<file path="config.mk">
export PLATFORM = sky130hd
export DESIGN_NAME = vga_timing_gen
export DESIGN_NICKNAME = d
export VERILOG_FILES = /design/src/rtl/vga_timing_gen.sv
export SDC_FILE = /design/constraint.sdc
export NUM_CORES = 1
export LEC_CHECK = 0
export CAP_MARGIN = 20
export CORE_UTILIZATION = 40
export DETAILED_ROUTE_END_ITERATION = 10
export PLACE_DENSITY = 0.62
export SLEW_MARGIN = 20
export SYNTH_ARGS = -nofsm -noshare
export SYNTH_HDL_FRONTEND = slang
export SYNTH_SLANG_ARGS = --single-unit
</file>
<file path="constraint.sdc">
create_clock -name clk -period 3.1 [get_ports clk]
set_input_delay 0.31 -clock clk [delete_from_list [all_inputs] [get_ports clk]]
set_output_delay 0.31 -clock clk [all_outputs]
set_load 0.01 [all_outputs]
</file>
<file path="src/rtl/vga_timing_gen.sv">
// VGA raster timing: pixel-rate divider, h/v counters, registered sync/de outputs
// and a pixel-tick delay line for the sync/de copies.
module vga_timing_gen #(
  parameter int DIV      = 2,
  parameter int H_ACTIVE = 640,
  parameter int H_FP     = 16,
  parameter int H_SYNC   = 96,
  parameter int H_BP     = 48,
  parameter int V_ACTIVE = 480,
  parameter int V_FP     = 10,
  parameter int V_SYNC   = 2,
  parameter int V_BP     = 33,
  parameter int HS_POL   = 0,
  parameter int VS_POL   = 0,
  parameter int LAT      = 1,
  parameter int CW       = 11
) (
  input  logic          clk,
  input  logic          rst,
  input  logic          en,
  output logic          pix_ce,
  output logic [CW-1:0] x,
  output logic [CW-1:0] y,
  output logic          de,
  output logic          hs,
  output logic          vs,
  output logic          line_start,
  output logic          frame_start,
  output logic          hs_d,
  output logic          vs_d,
  output logic          de_d
);

  localparam int DW = (DIV > 1) ? $clog2(DIV) : 1;
  localparam logic [DW-1:0] DIV_LAST = DW'(DIV - 1);

  localparam logic [CW-1:0] H_LAST   = CW'(H_ACTIVE + H_FP + H_SYNC + H_BP - 1);
  localparam logic [CW-1:0] V_LAST   = CW'(V_ACTIVE + V_FP + V_SYNC + V_BP - 1);
  localparam logic [CW-1:0] H_ACT    = CW'(H_ACTIVE);
  localparam logic [CW-1:0] V_ACT    = CW'(V_ACTIVE);
  localparam logic [CW-1:0] HS_START = CW'(H_ACTIVE + H_FP);
  localparam logic [CW-1:0] HS_END   = CW'(H_ACTIVE + H_FP + H_SYNC);
  localparam logic [CW-1:0] VS_START = CW'(V_ACTIVE + V_FP);
  localparam logic [CW-1:0] VS_END   = CW'(V_ACTIVE + V_FP + V_SYNC);
  localparam logic HS_ON = (HS_POL != 0);
  localparam logic VS_ON = (VS_POL != 0);

  logic [DW-1:0] divCnt;
  logic [CW-1:0] hCnt, vCnt, hNext, vNext;
  logic          deNext, hsNext, vsNext;

  assign pix_ce = en && (divCnt == DIV_LAST);

  always_ff @(posedge clk or negedge rst) begin
    if (!rst) begin
      divCnt <= '0;
    end else if (en) begin
      divCnt <= (divCnt == DIV_LAST) ? '0 : divCnt + DW'(1);
    end
  end

  always_comb begin
    hNext = hCnt + CW'(1);
    vNext = vCnt;
    if (hCnt == H_LAST) begin
      hNext = '0;
      vNext = (vCnt == V_LAST) ? '0 : vCnt + CW'(1);
    end
    deNext = (hNext < H_ACT) && (vNext < V_ACT);
    hsNext = (hNext >= HS_START && hNext < HS_END) ? HS_ON : !HS_ON;
    vsNext = (vNext >= VS_START && vNext < VS_END) ? VS_ON : !VS_ON;
  end

  // Counters start at the last position so the first tick lands on (0,0).
  always_ff @(posedge clk or negedge rst) begin
    if (!rst) begin
      hCnt        <= H_LAST;
      vCnt        <= V_LAST;
      x           <= '0;
      y           <= '0;
      de          <= 1'b0;
      hs          <= !HS_ON;
      vs          <= !VS_ON;
      line_start  <= 1'b0;
      frame_start <= 1'b0;
    end else begin
      line_start  <= 1'b0;
      frame_start <= 1'b0;
      if (pix_ce) begin
        hCnt        <= hNext;
        vCnt        <= vNext;
        x           <= hNext;
        y           <= vNext;
        de          <= deNext;
        hs          <= hsNext;
        vs          <= vsNext;
        line_start  <= (hNext == '0);
        frame_start <= (hNext == '0) && (vNext == '0);
      end
    end
  end

  generate
    if (LAT == 0) begin : g_nodly
      assign {hs_d, vs_d, de_d} = {hs, vs, de};
    end else begin : g_dly
      logic [2:0] dly [LAT];

      always_ff @(posedge clk or negedge rst) begin
        if (!rst) begin
          for (int i = 0; i < LAT; i++) dly[i] <= {!HS_ON, !VS_ON, 1'b0};
        end else if (pix_ce) begin
          dly[0] <= {hs, vs, de};
          for (int i = 1; i < LAT; i++) dly[i] <= dly[i-1];
        end
      end

      assign {hs_d, vs_d, de_d} = dly[LAT-1];
    end
  endgenerate

endmodule
</file>
Word level (Yosys, flattened, before mapping) --
Index checks and enable logic that the tools add are counted.
Storage, ports and cells: word-level logic and storage cells 37, register bits after elaboration 53
Operators by class: reduce and logical (&&, ||, !) cells 7, magnitude comparators 6, add/sub/neg operators 3, multiplexer cells 8, eq/ne operators 2
Operators by type and width (number):
- 11-bit 2-to-1 mux | 3
- 11-bit by 1-bit adder with 11-bit output, second input constant | 2
- 11-bit by 10-bit == test with 1-bit output, second input constant | 2
- 11-bit logical NOT | 2
- 11-bit by 10-bit < comparator with 1-bit output, second input constant | 2
- 11-bit by 9-bit < comparator with 1-bit output, second input constant | 2
- 11-bit by 10-bit greater-or-equal comparator with 1-bit output, second input constant | 1
- 11-bit by 9-bit greater-or-equal comparator with 1-bit output, second input constant | 1
- 1-bit logical AND | 5
- 1-bit 2-to-1 mux | 5
- 1-bit adder, second input constant | 1

Longest topological paths before layout --
depth after elaboration 6, gate-level depth with buffers 10, depth with buffers taken out 8

Least setup slack after synthesis --
No wires, ideal clock.
path kind reg2reg, from reg hCnt[0], to reg frame_start, setup time 105 ps, arrival time 2290 ps, clock period less this slack 2395 ps, buffers on the path 3, stages on the path, launching flop included 11, slack 705 ps, cell sequence dfstp_2 ha_1 and3_1 buf_4 and3_1 clkbuf_1 buf_2 nor2_1 a221oi_1 nand4b_1 nor4b_1
Between the ends: longest elaborated chain between the ends 5, elaborated cells between the ends (all ways) 8
Ends and longest elaborated chain:
- start, declared | line 49 | logic [CW-1:0] hCnt, vCnt, hNext, vNext;
- start signal, assigned | line 90 | hCnt <= hNext;
- 11-bit by 1-bit adder with 11-bit output or 11-bit by 10-bit == test with 1-bit output (tied branches) | line 63, 65
- 11-bit 2-to-1 mux | line 65 | if (hCnt == H_LAST) begin
- 11-bit logical NOT | line 98 | frame_start <= (hNext == '0) && (vNext == '0);
- 1-bit logical AND * | line 98
- 1-bit 2-to-1 mux * | line 89 | if (pix_ce) begin
- end signal, assigned | line 98
- end, declared | line 28 | output logic frame_start,
Every way passes the cells marked *; elsewhere a longest branch is shown, timed or not. A chain may end at the register's enable or synchronous reset.

Final worst setup path --
Ends and elaborated chain as after synthesis.

==> flow_metrics.py <==
metrics = {
    "worst_hold_path": {
        "min-delay-path-class": "in2async",
    },
    "detailed_routing": {
        "ant_nets": 0,
        "dr.pass1.iters": 4,
        "route.detailed.drc": 0,
        "wl_mm": 5.40,
        "initialDrtViolationCount": 175,
        "vias": 1999,
        "wl_per_cell_um": 14.9,
        "via_per_inst": 5.54,
    },
    "timing": {
        "setup_violations": 0,
        "tns_ns": 0,
        "fmaxAchievable_mhz": 350,
        "tightest_slew_ns": 0.870,
        "finClkSkew_ns": 0.00525,
        "fin_crit_sh": 0.921,
        "rsz0062_at_grt": "false",
        "min_period_ns": 2.86,
        "slew_violations": 0,
        "finalHoldViolCount": 0,
        "slew_headroom": 0.420,
    },
    "synth": {
        "ys_top_cells_by_area": "dfrtp_1, dfstp_2, nand2_1",
        "synth_enable_flop_cells": 0,
        "netlist_area_mm2": 0.00251,
        "synth_cell_type_count": 59,
        "ys_warn_count": 0,
        "synth_top_area_cell": "dfrtp_1",
        "synth_top_flop_cell": "dfrtp_1",
        "synth_cells": 271,
        "yosysTopAreaCellShare": 0.269,
        "synth_fp_nets": 278,
        "ys_ff_latch": 41,
        "synth_seq_area_share": 0.416,
        "async_flop_share": 1.00,
        "avgSynthCellArea_um2": 9.26,
    },
    "global_route": {
        "grt_pass1_vias": 1864,
        "grt_use_total": 0.182,
        "grt_max_degree": 42,
        "grt_pass1_wl_mm": 9.12,
        "overflow": 0,
        "antenna_found_initial": 0,
    },
    "power_and_ir_drop": {
        "total_leakage_power_nw": 1.15,
        "power_density_mw_per_mm2": 621,
        "ir_drop_v": 0.000273,
        "power_w": 0.00177,
    },
    "clocking": {
        "clk_pin_slew_ns": 0.08,
        "clock_latency_ns": 0.29,
        "cts.sinks": 41,
        "cts_buffers": 5,
        "root_buffer": "clkbuf_8",
        "cts.path.max_buffers": 2,
        "cts_resized": 0,
        "cts_tree": "done",
        "hold_buffers": 0,
        "htreeDepth": 2,
        "cts_setup_buffers": 0,
    },
    "outcome": {
        "status": "finished clean",
    },
    "floorplan": {
        "die_y_um": 81.2,
        "die_area_mm2": 0.00660,
        "core_mm2": 0.00599,
        "start_util": 0.419,
        "die_width_um": 81.2,
        "io_pins": 34,
        "fp-row-count": 28,
    },
    "finish": {
        "utilization": 0.477,
        "drive_gt1_frac": 0.129,
        "area_delta_synth_final_pct": 13.8,
        "antennaDiodeCount": 0,
        "mostFrequentLayoutCells": "nand2_1, clkdlybuf4s50_1, dfrtp_1, nor2_1",
        "final_common_cell": "nand2_1",
        "fin_nets": 292,
    },
    "worst_setup_path": {
        "critPathLaunch": "hCnt[0]",
        "r2r_start": "hCnt[0]",
        "path_cells": "ha_1 > and3_2 > and3_1 > o21ai_1 > a221oi_1 > nand4b_1 > nor4b_1",
        "cp.buffers_inverters": 0,
        "worstPathArrival_ns": 3.04,
        "cp_max_fo": 14,
        "slowest_delay_ns": 0.60,
        "start_kind": "flip-flop",
        "required_ns": 3.29,
        "crit_slowest_cell": "dfstp_2",
        "critPathTopFamily": "simple AND/OR/NAND/NOR gates",
        "critPathCaptureType": "flip-flop",
        "path_class": "reg2reg",
    },
    "placement": {
        "io_buffers": 33,
        "gp_congestion": 0.876,
        "dp_hpwl_mm": 3.83,
    },
    "job": {
        "drv_cap": 0,
    },
}
cell families after synthesis:
group,Yosys count,share of synthesized area
XOR/XNOR,18,0.0628
flip-flops,41,0.416
buffers and inverters,34,0.0837
adder cells (fa/ha/maj),4,0.0199
AND/OR/NAND/NOR,115,0.257
AO/OA/AOI/OAI,58,0.157
multiplexers,1,0.00399
where the power goes:
part,leakage [nW],switching (W),internal (W),total [W]
combinational,0.612,0.000287,0.000283,0.000570
clock,0.0455,0.000183,0.000182,0.000365
sequential,0.497,0.000137,0.000702,0.000839
total,1.15,0.000607,0.00117,0.00177
path summary, 6_finish.rpt:
kind | end | slack (ns) | cells past startpoint
max | frame_start | 0.24 | 7
min | x[2] | 0.12 | 1
max reg2reg | frame_start | 0.24 | 7
min reg2reg | g_dly.dly[2] | 0.47 | 2
max in group asynchronous | y[7] | 2.43 | 1
min in group clk | g_dly.dly[2] | 0.47 | 2
worst register-to-register path, cell delays in order, from the launching register on:
cell	delay, ns
dfstp_2	0.60
ha_1	0.29
and3_2	0.36
and3_1	0.52
o21ai_1	0.19
a221oi_1	0.34
nand4b_1	0.13
nor4b_1	0.32
synth_stat cells (2+ instances only):
master and number:
inv_1 4, dfstp_2 14, nor2b_1 2, nor4_1 6
o21ai_0 14, a31oi_1 3, or3_1 2, o31ai_1 7
nor3_1 3, buf_6 3, o21a_1 5, or2_2 2
ha_1 4, a21oi_1 11, buf_4 15, dfrtp_1 27
nand2b_1 2, xor2_1 8, xnor2_1 10, buf_2 3
nor2_1 15, and3_1 6, or4_1 2, nand2_1 47
nand4_1 5, o211ai_1 2, nand3_1 8, clkbuf_1 9
o221ai_1 2
cell type report:
type	count	area, um^2
Tap cell	75	93.8
Timing Repair Buffer	37	355
Clock buffer	8	90.1
Sequential cell	41	1040
Inverter	4	15.0
Multi-Input combinational cell	196	1260
Fill cell	585	3140
state kept, by name (all words and copies together) (netlist names):
| name | flops |
|---|---|
| hs | 1 |
| frame_start | 1 |
| y | 11 |
| x | 11 |
| hCnt | 7 |
| divCnt | 1 |
| vs | 1 |
| line_start | 1 |
| g_dly.dly | 3 |
| de | 1 |
| vCnt | 3 |
per-stage QoR:
stage / worst slack [ns] / hold slack [ns] / cells / area [um^2]
2_1_floorplan: 0.705 / 0.0144 / 271 / 2510
3_3_place_gp: 0.296 / 0.445 / 353 / 2760
3_5_place_dp: 0.168 / 0.459 / 353 / 2760
4_1_cts: 0.143 / 0.172 / 361 / 2850
5_1_grt: 0.0148 / 0.213 / 361 / 2860
6_report: 0.245 / 0.122 / 361 / 2860
layer usage:
metal	share of wire	wire [um]	global-route usage	up-vias
li1	-	-	-	981
met2	0.48	2600	0.292	54
met3	0.042	225	0.0303	13
met1	0.46	2470	0.249	951
met5	0	0	0	-
met4	0.019	102	0.0607	0
No activity file was read; power rests on OpenSTA's default activity.
